<file path="config.mk">
export PLATFORM = sky130hd
export DESIGN_NAME = spi_target
export DESIGN_NICKNAME = d
export VERILOG_FILES = /design/src/rtl/spi_target.sv
export SDC_FILE = /design/constraint.sdc
export NUM_CORES = 1
export LEC_CHECK = 0
export ABC_AREA = 1
export CAP_MARGIN = 15
export CORE_MARGIN = 1.5
export CORE_UTILIZATION = 45
export DETAILED_ROUTE_END_ITERATION = 7
export GPL_ROUTABILITY_DRIVEN = 0
export GPL_TIMING_DRIVEN = 1
export MAX_ROUTING_LAYER = met4
export PLACE_DENSITY_LB_ADDON = 0.2
export SLEW_MARGIN = 20
export SYNTH_ARGS = -nofsm -noshare
export SYNTH_HDL_FRONTEND = slang
export SYNTH_SLANG_ARGS = --single-unit
</file>
<file path="constraint.sdc">
create_clock -name clock -period 2.1 [get_ports clock]
set_input_delay 0.315 -clock clock [delete_from_list [all_inputs] [get_ports clock]]
set_output_delay 0.315 -clock clock [all_outputs]
set_load 0.01 [all_outputs]
</file>
<file path="src/rtl/spi_target.sv">
// SPI target (mode 0): mosi is assembled LSB first, miso is sent MSB first, with a single TX holding register.
// RX storage is one register by default; defining SPI_TARGET_RX_FIFO_EN makes it a 4-entry FIFO.
module spi_target #(
  parameter int SYNC_STAGES = 2
) (
  input  logic       clock,
  input  logic       reset,
  input  logic       sclk,
  input  logic       ss,
  input  logic       mosi,
  output logic       miso,
  input  logic [7:0] tx_byte,
  input  logic       tx_load,
  output logic       tx_ready,
  output logic [7:0] rx_byte,
  output logic       rx_valid,
  input  logic       rx_ack,
  output logic       overrun,
  output logic       underrun,
  output logic       busy
);

  typedef enum logic {IDLE, ACTIVE} state_t;

  logic [SYNC_STAGES-1:0] sclk_sync_q, ss_sync_q, mosi_sync_q;
  logic                   sclk_dly_q, ss_dly_q;
  logic                   sclk_s, ss_s, mosi_s;
  logic                   sclk_rise, sclk_fall, ss_rise, ss_fall;

  always_ff @(posedge clock) begin
    if (reset) begin
      sclk_sync_q <= '0;
      ss_sync_q   <= '0;
      mosi_sync_q <= '0;
      sclk_dly_q  <= 1'b0;
      ss_dly_q    <= 1'b0;
    end else begin
      sclk_sync_q <= {sclk_sync_q[SYNC_STAGES-2:0], sclk};
      ss_sync_q   <= {ss_sync_q[SYNC_STAGES-2:0], ss};
      mosi_sync_q <= {mosi_sync_q[SYNC_STAGES-2:0], mosi};
      sclk_dly_q  <= sclk_s;
      ss_dly_q    <= ss_s;
    end
  end

  assign sclk_s    = sclk_sync_q[SYNC_STAGES-1];
  assign ss_s      = ss_sync_q[SYNC_STAGES-1];
  assign mosi_s    = mosi_sync_q[SYNC_STAGES-1];
  assign sclk_rise = sclk_s & ~sclk_dly_q;
  assign sclk_fall = ~sclk_s & sclk_dly_q;
  assign ss_rise   = ss_s & ~ss_dly_q;
  assign ss_fall   = ~ss_s & ss_dly_q;

  state_t     state_q, state_d;
  logic [7:0] tx_sh_q, tx_sh_d, rx_sh_q, rx_sh_d, hold_q, hold_d;
  logic [2:0] cnt_q, cnt_d;
  logic       byte_done_q, byte_done_d, hold_full_q, hold_full_d;
  logic       underrun_q, underrun_d;
  logic       push, reload;

  always_ff @(posedge clock) begin
    if (reset) begin
      state_q     <= IDLE;
      tx_sh_q     <= '0;
      rx_sh_q     <= '0;
      hold_q      <= '0;
      cnt_q       <= '0;
      byte_done_q <= 1'b0;
      hold_full_q <= 1'b0;
      underrun_q  <= 1'b0;
    end else begin
      state_q     <= state_d;
      tx_sh_q     <= tx_sh_d;
      rx_sh_q     <= rx_sh_d;
      hold_q      <= hold_d;
      cnt_q       <= cnt_d;
      byte_done_q <= byte_done_d;
      hold_full_q <= hold_full_d;
      underrun_q  <= underrun_d;
    end
  end

  always_comb begin
    state_d     = state_q;
    tx_sh_d     = tx_sh_q;
    rx_sh_d     = rx_sh_q;
    hold_d      = hold_q;
    cnt_d       = cnt_q;
    byte_done_d = byte_done_q;
    hold_full_d = hold_full_q;
    underrun_d  = 1'b0;
    push        = 1'b0;
    reload      = 1'b0;
    case (state_q)
      IDLE: begin
        if (ss_rise) begin
          state_d = ACTIVE;
          reload  = 1'b1;
        end
      end
      ACTIVE: begin
        // Deselect wins over a coincident sclk edge: the in-flight byte is abandoned.
        if (ss_fall) begin
          state_d     = IDLE;
          tx_sh_d     = '0;
          rx_sh_d     = '0;
          cnt_d       = '0;
          byte_done_d = 1'b0;
        end else begin
          if (sclk_rise) begin
            rx_sh_d = {mosi_s, rx_sh_q[7:1]};
            cnt_d   = 3'(cnt_q + 3'd1);
            if (cnt_q == 3'd7) begin
              push        = 1'b1;
              byte_done_d = 1'b1;
            end
          end
          if (sclk_fall) begin
            if (byte_done_q) begin
              reload      = 1'b1;
              byte_done_d = 1'b0;
            end else begin
              tx_sh_d = {tx_sh_q[6:0], 1'b0};
            end
          end
        end
      end
      default: state_d = IDLE;
    endcase
    if (reload) begin
      if (hold_full_q) begin
        tx_sh_d     = hold_q;
        hold_full_d = 1'b0;
      end else begin
        tx_sh_d    = '0;
        underrun_d = 1'b1;
      end
    end
    // Gated on the registered flag, so a load coinciding with a consume is dropped.
    if (tx_load && !hold_full_q) begin
      hold_d      = tx_byte;
      hold_full_d = 1'b1;
    end
  end

  assign miso     = (state_q == ACTIVE) ? tx_sh_q[7] : 1'b0;
  assign tx_ready = ~hold_full_q;
  assign underrun = underrun_q;
  assign busy     = ss_s;

  logic overrun_q, overrun_d;

`ifdef SPI_TARGET_RX_FIFO_EN
  logic [3:0][7:0] fifo_q;
  logic [1:0]      wr_q, rd_q;
  logic [2:0]      fcnt_q;
  logic            pop, wr_en;

  assign pop       = rx_ack && (fcnt_q != 3'd0);
  assign wr_en     = push && ((fcnt_q != 3'd4) || pop);
  assign overrun_d = push && !wr_en;

  always_ff @(posedge clock) begin
    if (reset) begin
      fifo_q    <= '0;
      wr_q      <= '0;
      rd_q      <= '0;
      fcnt_q    <= '0;
      overrun_q <= 1'b0;
    end else begin
      if (wr_en) begin
        fifo_q[wr_q] <= rx_sh_d;
        wr_q         <= 2'(wr_q + 2'd1);
      end
      if (pop) rd_q <= 2'(rd_q + 2'd1);
      fcnt_q    <= 3'(fcnt_q + {2'b00, wr_en} - {2'b00, pop});
      overrun_q <= overrun_d;
    end
  end

  assign rx_byte  = fifo_q[rd_q];
  assign rx_valid = (fcnt_q != 3'd0);
`else
  logic [7:0] rx_byte_q, rx_byte_d;
  logic       rx_valid_q, rx_valid_d;

  always_comb begin
    rx_byte_d  = rx_byte_q;
    rx_valid_d = rx_valid_q;
    overrun_d  = 1'b0;
    if (push) begin
      if (rx_valid_q && !rx_ack) begin
        overrun_d = 1'b1;
      end else begin
        rx_byte_d  = rx_sh_d;
        rx_valid_d = 1'b1;
      end
    end else if (rx_ack) begin
      rx_valid_d = 1'b0;
    end
  end

  always_ff @(posedge clock) begin
    if (reset) begin
      rx_byte_q  <= '0;
      rx_valid_q <= 1'b0;
      overrun_q  <= 1'b0;
    end else begin
      rx_byte_q  <= rx_byte_d;
      rx_valid_q <= rx_valid_d;
      overrun_q  <= overrun_d;
    end
  end

  assign rx_byte  = rx_byte_q;
  assign rx_valid = rx_valid_q;
`endif

  assign overrun = overrun_q;

endmodule

</file>
==> results of run 1 <==
## cell usage in the layout (no fill, tap or decap)
cell             Yosys  final
nand3_4              2      2
nand2_2              2      2
inv_2                2      2
dfxtp_1             49     49
clkinv_4             0      1
nand3_1             16     16
nand3_2              2      2
clkinvlp_4           0      1
nand4_1              1      1
nand2_1             82     82
buf_4                2      1
nor2_4               2      2
nand2_8              2      2
nand2_4              2      2
inv_1               38     38
clkdlybuf4s50_1      0     28
o21ai_0             12     12
nor2_1              63     63
bufinv_16            0      1
nor3_1               1      1
a31oi_1              1      1
ha_1                 2      2
a21oi_1             14     14
nand3b_2             1      1
clkbuf_8             0      5
## stage by stage
step,std cells,utilization,area (µm²)
3_3_place_gp,377,0.525,2450
5_1_grt,385,0.550,2560
3_5_place_dp,377,0.525,2450
4_1_cts,385,0.550,2560
2_1_floorplan,303,-,2160
6_report,385,0.550,2560
## routing by layer
layer	vias up	part of all wire	routed length, µm	global-route usage
li1	976	-	-	-
met1	756	0.47	1820	0.192
met2	30	0.48	1850	0.285
met3	5	0.034	131	0.0417
met4	0	0.018	70	0.0692
met5	-	0	0	-
## logic make-up after synthesis
kind of cell | count (synthesis) | share of synthesized area
buffers and inverters | 49 | 0.101
adders and majority gates | 2 | 0.0116
and+or+nand+nor | 176 | 0.370
AOI/OAI and AO/OA | 27 | 0.0632
DFF | 49 | 0.454
## power breakdown
part,leakage (nW),switching [mW],total [mW],internal [mW]
sequential,0.400,0.0227,0.988,0.966
combinational,0.757,0.108,0.190,0.0819
clock,0.0543,0.318,0.675,0.356
total,1.21,0.449,1.85,1.40
## how the worst min path moves through the flow
stage | start | end | slack (ns) | depth (start not counted)
global route | mosi_sync_q[0]$_SDFF_PP0_ | mosi_sync_q[1]$_SDFF_PP0_ | 0.44 | 2
finish | ss_sync_q[0]$_SDFF_PP0_ | ss_sync_q[1]$_SDFF_PP0_ | 0.40 | 2
global placement | ss_sync_q[0]$_SDFF_PP0_ | ss_sync_q[1]$_SDFF_PP0_ | 0.39 | 2
CTS | ss_sync_q[0]$_SDFF_PP0_ | ss_sync_q[1]$_SDFF_PP0_ | 0.40 | 2
floorplan | reset | rx_sh_q[6]$_SDFF_PP0_ | 0.38 | 1
detailed placement | ss_sync_q[0]$_SDFF_PP0_ | ss_sync_q[1]$_SDFF_PP0_ | 0.39 | 2
## sequential cells by signal, summed over array words and instances, names as in the netlist
signal and count:
tx_sh_q 8, hold_q 8, sclk_dly_q 1, state_q 1, overrun 1, ss_sync_q 2, mosi_sync_q 2, underrun 1
byte_done_q 1, sclk_sync_q 2, rx_sh_q 8, cnt_q 3, hold_full_q 1, ss_dly_q 1, rx_valid 1, rx_byte 8
## worst max-delay path: cells and delay by family (launching register included)
family	cells	cell delay, ns
buffers and inverters	2	0.59
and+or+nand+nor	1	0.09
DFF	1	0.57
## final cells by class
type / instances / area share
Sequential cell: 49 / 0.383
Timing Repair Buffer: 29 / 0.112
Clock buffer: 5 / 0.0269
Multi-Input combinational cell: 205 / 0.375
Tap cell: 54 / 0.0264
Clock inverter: 3 / 0.0181
Inverter: 40 / 0.0586
==> results by group, run 1 <==
Global route
  – Largest net degree at the start of global routing: 27
  – Initial antenna violation count: 0
  – Vias in the first global route: 1605
  – Total GRT Usage: 0.169
  – First-pass GRT wire length: around 6700 µm
  – Total gr overflow: 0

Cells and area
  – FF/Latch Area: 981 µm²
  – Area growth from synthesis to layout: 18.7%
  – Antenna diodes: 0
  – Final net count: around 350
  – Multi-input gate area: 961 µm²
  – Filler cell count: roughly 480
  – Layout cells sized above 1: 0.0725

Timing
  – Final hold slack: 0.402 ns
  – Final setup fails: 0
  – Pins Over Slew Limit: 0
  – Fin Setup TNS: 0 ns
  – Unrepaired setup endpoints after global routing: no
  – Slew @ Worst Pin: about 0.74 ns
  – Final min period: about 1.9 ns
  – Worst setup margin: 0.242 ns
  – Setup Skew: 0.0129 ns
  – Final Hold Vio Count: 0
  – Tcrit/Tclk final: 0.885
  – Max Freq: between 0.5 and 0.6 GHz
  – Worst slew margin relative to its limit: 0.505

Floorplan
  – Core region area: 4660 µm²
  – Die height: 72.3 µm
  – Die width: 72.3 µm
  – Die ar.: 5220 µm²
  – Ports: 29
  – FP Rows: 25
  – Initial Utilization: 0.463

Drt
  – DRC Markers: 0
  – Initial DRC count: 63
  – Antenna Nets Post-Route: 0
  – Drt first pass iters: 4
  – Routed len/inst: approximately 10 µm
  – Routed vias: 1767
  – Via-to-Cell Ratio: 4.59
  – Final wirelength: just under 4000 µm

Synth
  – Synth top area share: 0.454
  – Primary FF master, synth: dfxtp_1
  – Post-synthesis net count: 320
  – Sequential element share of the synthesized area: 0.454
  – Mapped Area: 2160 µm²
  – Top post-synthesis cells by area: dfxtp_1, nand2_1, nor2_1
  – Flops & latches, synth: 49
  – Syn Area/Cell: about 7 µm²
  – Top cells by instance count after synthesis: nand2_1, nor2_1, dfxtp_1, inv_1, nand3_1
  – Synth area leader: dfxtp_1
  – Ys async rst share: 0
  – Top-count cell post-synth: nand2_1
  – Synth unique cells: 23
  – Yosys warnings: 0
  – Post-Syn Instances: 303
  – EDFF count, synth: 0

Place
  – PortBufs: 28
  – Pre-CTS WS: approximately 0.36 ns
  – DP Wirelength: 2620 µm

Worst setup path
  – Worst setup path endpoint: miso
  – Element type at the critical path start: register
  – Worst Path Arrival: approximately 1.5 ns
  – Critical path startpoint: state_q$_SDFF_PP0_
  – Worst r2r path cells: 6
  – Reg2reg setup slack: 0.51 ns
  – Crit-path max cell delay: 0.57 ns
  – Slowest stage cell, crit path: dfxtp_1
  – Setup CP Type: register to primary output
  – RR Startpoint: state_q$_SDFF_PP0_
  – Maximum fanout along the worst path: 8
  – Req. time, crit path: 1.78 ns
  – RR Endpoint: rx_byte[7]$_SDFFE_PP0P_
  – CP endpoint kind: primary output
  – Cell Chain, Critical Path: nand2_1 > inv_1 > clkdlybuf4s50_1

Clock network
  – CTS Buffer Depth: 2
  – Clk slew on worst S/H paths: 0.08 ns
  – # resized after CTS: 0
  – Setup Fix Bufs, Post-CTS: 0
  – CTS tree: done
  – Clock latency on the worst-skew pair: 0.31 ns
  – # H-tree levels: 2
  – Clock Tree Root: clkbuf_8
  – Hold buffers post-CTS: 0
  – Clk sinks: 49
  – CTS buffer count: 5

Pwr
  – PD cells: 723 nW/µm²
  – Peak VDD IR: roughly 0.33 mV
  – Total power: 1.85 mW
  – Pleak: 1.21 nW

Outcome
  – Status: finished clean

Job
  – Max Cap Viol: 0

Hold path
  – Worst min path class: register to register
No activity file was read; power rests on OpenSTA's default activity.
==> run 2, diff against run 1 <==
Settings changed: ABC_AREA 1 to not set, SLEW_MARGIN 20 to not set.
Clock period 2.1 ns to 1.7 ns, I/O delays scaled along.
==> results by group, run 2 <==
Synth
  – Synth area leader: dfxtp_1
  – Primary FF master, synth: dfxtp_1
  – Sequential element share of the synthesized area: 0.512 (+0.0579)
  – Top-count cell post-synth: dfxtp_1
  – Post-synthesis net count: 210 (-34%)
  – Post-Syn Instances: 193 (-36%)
  – Ys async rst share: 0 (unchanged)
  – EDFF count, synth: 0 (unchanged)
  – Top cells by instance count after synthesis: dfxtp_1, nand2_1, nor2_1
  – Syn Area/Cell: 9.93 µm² (+39%)
  – Mapped Area: 1920 µm² (-11%)
  – Yosys warnings: 0 (unchanged)
  – Synth unique cells: 32 (+39%)
  – Flops & latches, synth: 49 (unchanged)
  – Top post-synthesis cells by area: dfxtp_1, a211oi_2, nand2_1
  – Synth top area share: 0.512 (+0.0579)

Cells and area
  – Non-filler instance count after layout: 270 (-30%)
  – Final net count: 236 (-32%)
  – FF/Latch Area: 983 µm² (+0.26%)
  – Filler cell count: 336 (-30%)
  – Layout cells sized above 1: 0.150 (+0.0775)
  – Area growth from synthesis to layout: 22.7%
  – Antenna diodes: 0 (unchanged)
  – Most frequent cells in the layout: dfxtp_1, clkdlybuf4s50_1, nand2_1, nor2_1
  – Multi-input gate area: 840 µm² (-13%)
  – Commonest non-fill, non-tap cell in the layout: dfxtp_1

Place
  – PortBufs: 28 (unchanged)
  – Pre-CTS WS: -0.00185 ns (-0.360 ns)
  – Dpl cells: 262 (-31%)
  – DP Wirelength: 2610 µm (-0.34%)

Global route
  – First-pass GRT wire length: 6300 µm (-6.6%)
  – Largest net degree at the start of global routing: 49 (+81%)
  – Total GRT Usage: 0.188 (+0.0191)
  – Total gr overflow: 0 (unchanged)
  – Vias in the first global route: 1396 (-13%)
  – Initial antenna violation count: 0 (unchanged)

Pwr
  – PD cells: 898 nW/µm² (+24%)
  – Peak VDD IR: 0.548 mV (+68%)
  – Pleak: 0.836 nW (-31%)

Worst setup path
  – Reg2reg setup slack: 0.16 ns (-0.35 ns)
  – Maximum fanout along the worst path: 5 (-3)
  – Worst Path Arrival: 1.36 ns (-0.18 ns)
  – Cell Chain, Critical Path: and2_1 > clkdlybuf4s50_1
  – Setup CP Type: register to primary output
  – Crit-path max cell delay: 0.52 ns (-0.05 ns)
  – Slowest stage cell, crit path: clkdlybuf4s50_1
  – Req. time, crit path: 1.44 ns (-0.34 ns)
  – CP endpoint kind: primary output
  – Element type at the critical path start: register

Timing
  – Max Freq: 0.620 GHz
  – Unrepaired setup endpoints after global routing: no
  – Setup Skew: 0.00964 ns (-0.00325 ns)
  – Worst slew margin relative to its limit: 0.688 (+0.183)
  – Pins Over Slew Limit: 0 (unchanged)
  – Slew @ Worst Pin: 0.468 ns (-0.274 ns)
  – Final Hold Vio Count: 0 (unchanged)
  – Tcrit/Tclk final: 0.948
  – Worst setup margin: 0.0878 ns (-0.154 ns)
  – Final setup fails: 0 (unchanged)
  – Final min period: 1.61 ns

Floorplan
  – Initial Utilization: 0.472 (+0.00874)
  – Ports: 29 (unchanged)
  – Core region area: 4060 µm² (-13%)
  – Die height: 68.2 µm (-5.6%)
  – Die width: 68.2 µm (-5.6%)
  – Die ar.: 4660 µm² (-11%)
  – FP Rows: 23 (-8.0%)

Clock network
  – CTS tree: done
  – Clk sinks: 49 (unchanged)
  – CTS buffer count: 5 (unchanged)
  – Setup Fix Bufs, Post-CTS: 0 (unchanged)
  – Clock latency on the worst-skew pair: 0.30 ns (about the same)
  – # H-tree levels: 2 (unchanged)
  – Clock Tree Root: clkbuf_8
  – CTS Buffer Depth: 2 (unchanged)
  – Clk slew on worst S/H paths: 0.09 ns (about the same)

Drt
  – Routed vias: 1476 (-16%)
  – Antenna Nets Post-Route: 0 (unchanged)
  – DRC Markers: 0 (unchanged)
  – Initial DRC count: 72 (+14%)
  – Routed len/inst: 14.1 µm (+40%)
  – Drt first pass iters: 4 (unchanged)
  – Final wirelength: 3810 µm (-1.5%)
  – Via-to-Cell Ratio: 5.47 (+19%)

Hold path
  – Worst min path class: register to register

Outcome
  – Status: finished clean

Job
  – Max Cap Viol: 0 (unchanged)
## run 2: cell count changes after synthesis, sizes merged, moves of 7 or more
cell and change:
a22oi +10, o21ai -11, a31oi +8, nand3 -20, a32oi +7, nor2b +12
nor3 +8, a211oi +15, inv -39, nand2 -67, nor2 -53
## run 2: per-stage QoR
stage | area, µm² | TNS, ns | power [mW] | hold WS, ns | utilization
after floorplan | 1920 | 0 | 1.34 | 0.332 | -
after global placement | 2240 | 0 | 1.40 | 0.419 | 0.551
after detailed placement | 2240 | -0.00185 | 1.41 | 0.429 | 0.551
after CTS | 2340 | 0 | 2.13 | 0.458 | 0.578
after global routing | 2350 | 0 | 2.20 | 0.471 | 0.579
final | 2350 | 0 | 2.11 | 0.448 | 0.579
## run 2: cells by family after synthesis
logic type	count (synthesis)	share of synthesized area
buffers and inverters	19	0.0549
adder cells (fa/ha/maj)	2	0.0131
AND/OR/NAND/NOR	65	0.176
flip-flops	49	0.512
AO/OA/AOI/OAI	57	0.238
multiplexers	1	0.00523
## run 2: path summary, 6_finish.rpt
path                                                start  cells past startpoint                       to
worst max-delay path                   state_q$_SDFF_PP0_                      2                     miso
worst min-delay path              ss_sync_q[0]$_SDFF_PP0_                      1  ss_sync_q[1]$_SDFF_PP0_
worst max register to register  sclk_sync_q[1]$_SDFF_PP0_                      5  rx_byte[2]$_SDFFE_PP0P_
worst min register to register    ss_sync_q[0]$_SDFF_PP0_                      1  ss_sync_q[1]$_SDFF_PP0_
## run 2: metal layers
layer / track usage / share of wire
met5: - / 0
met4: 0.0925 / 0.019
met3: 0.0395 / 0.039
met2: 0.329 / 0.50
met1: 0.201 / 0.45
## run 2: power by group
group | total [mW] | leakage, nW | switching [mW] | internal (mW)
Clock | 0.730 | 0.0542 | 0.362 | 0.368
Combinational | 0.180 | 0.382 | 0.0880 | 0.0916
Sequential | 1.20 | 0.399 | 0.0198 | 1.18
## run 2: area by class of cell
| class | count | share of cell area |
|---|---|---|
| multi-input cells | 125 | 0.357 |
| inverters | 1 | 0.00160 |
| well taps | 50 | 0.0266 |
| repair buffers | 37 | 0.153 |
| flip-flops and latches | 49 | 0.418 |
| clock buffers | 7 | 0.0410 |
| clock inverters | 1 | 0.00213 |
## run 2: critical path: cells and delay by family (launching register included)
family                 cells  cell delay, ns
flip-flops                 1            0.39
buffers and inverters      1            0.52
AND/OR/NAND/NOR            1            0.14
## run 2: repair_timing
action | in CTS | in global routing
resized for setup | 3 | 3
pin swaps | 0 | 0
hold buffers | 0 | 0
setup endpoints to repair | 5 | 9
==> run 3, diff against run 2 <==
Settings changed: CAP_MARGIN 15 to not set.
==> results of run 3 <==
No change in the layout: final DEF, timing and power equal those of run 2.
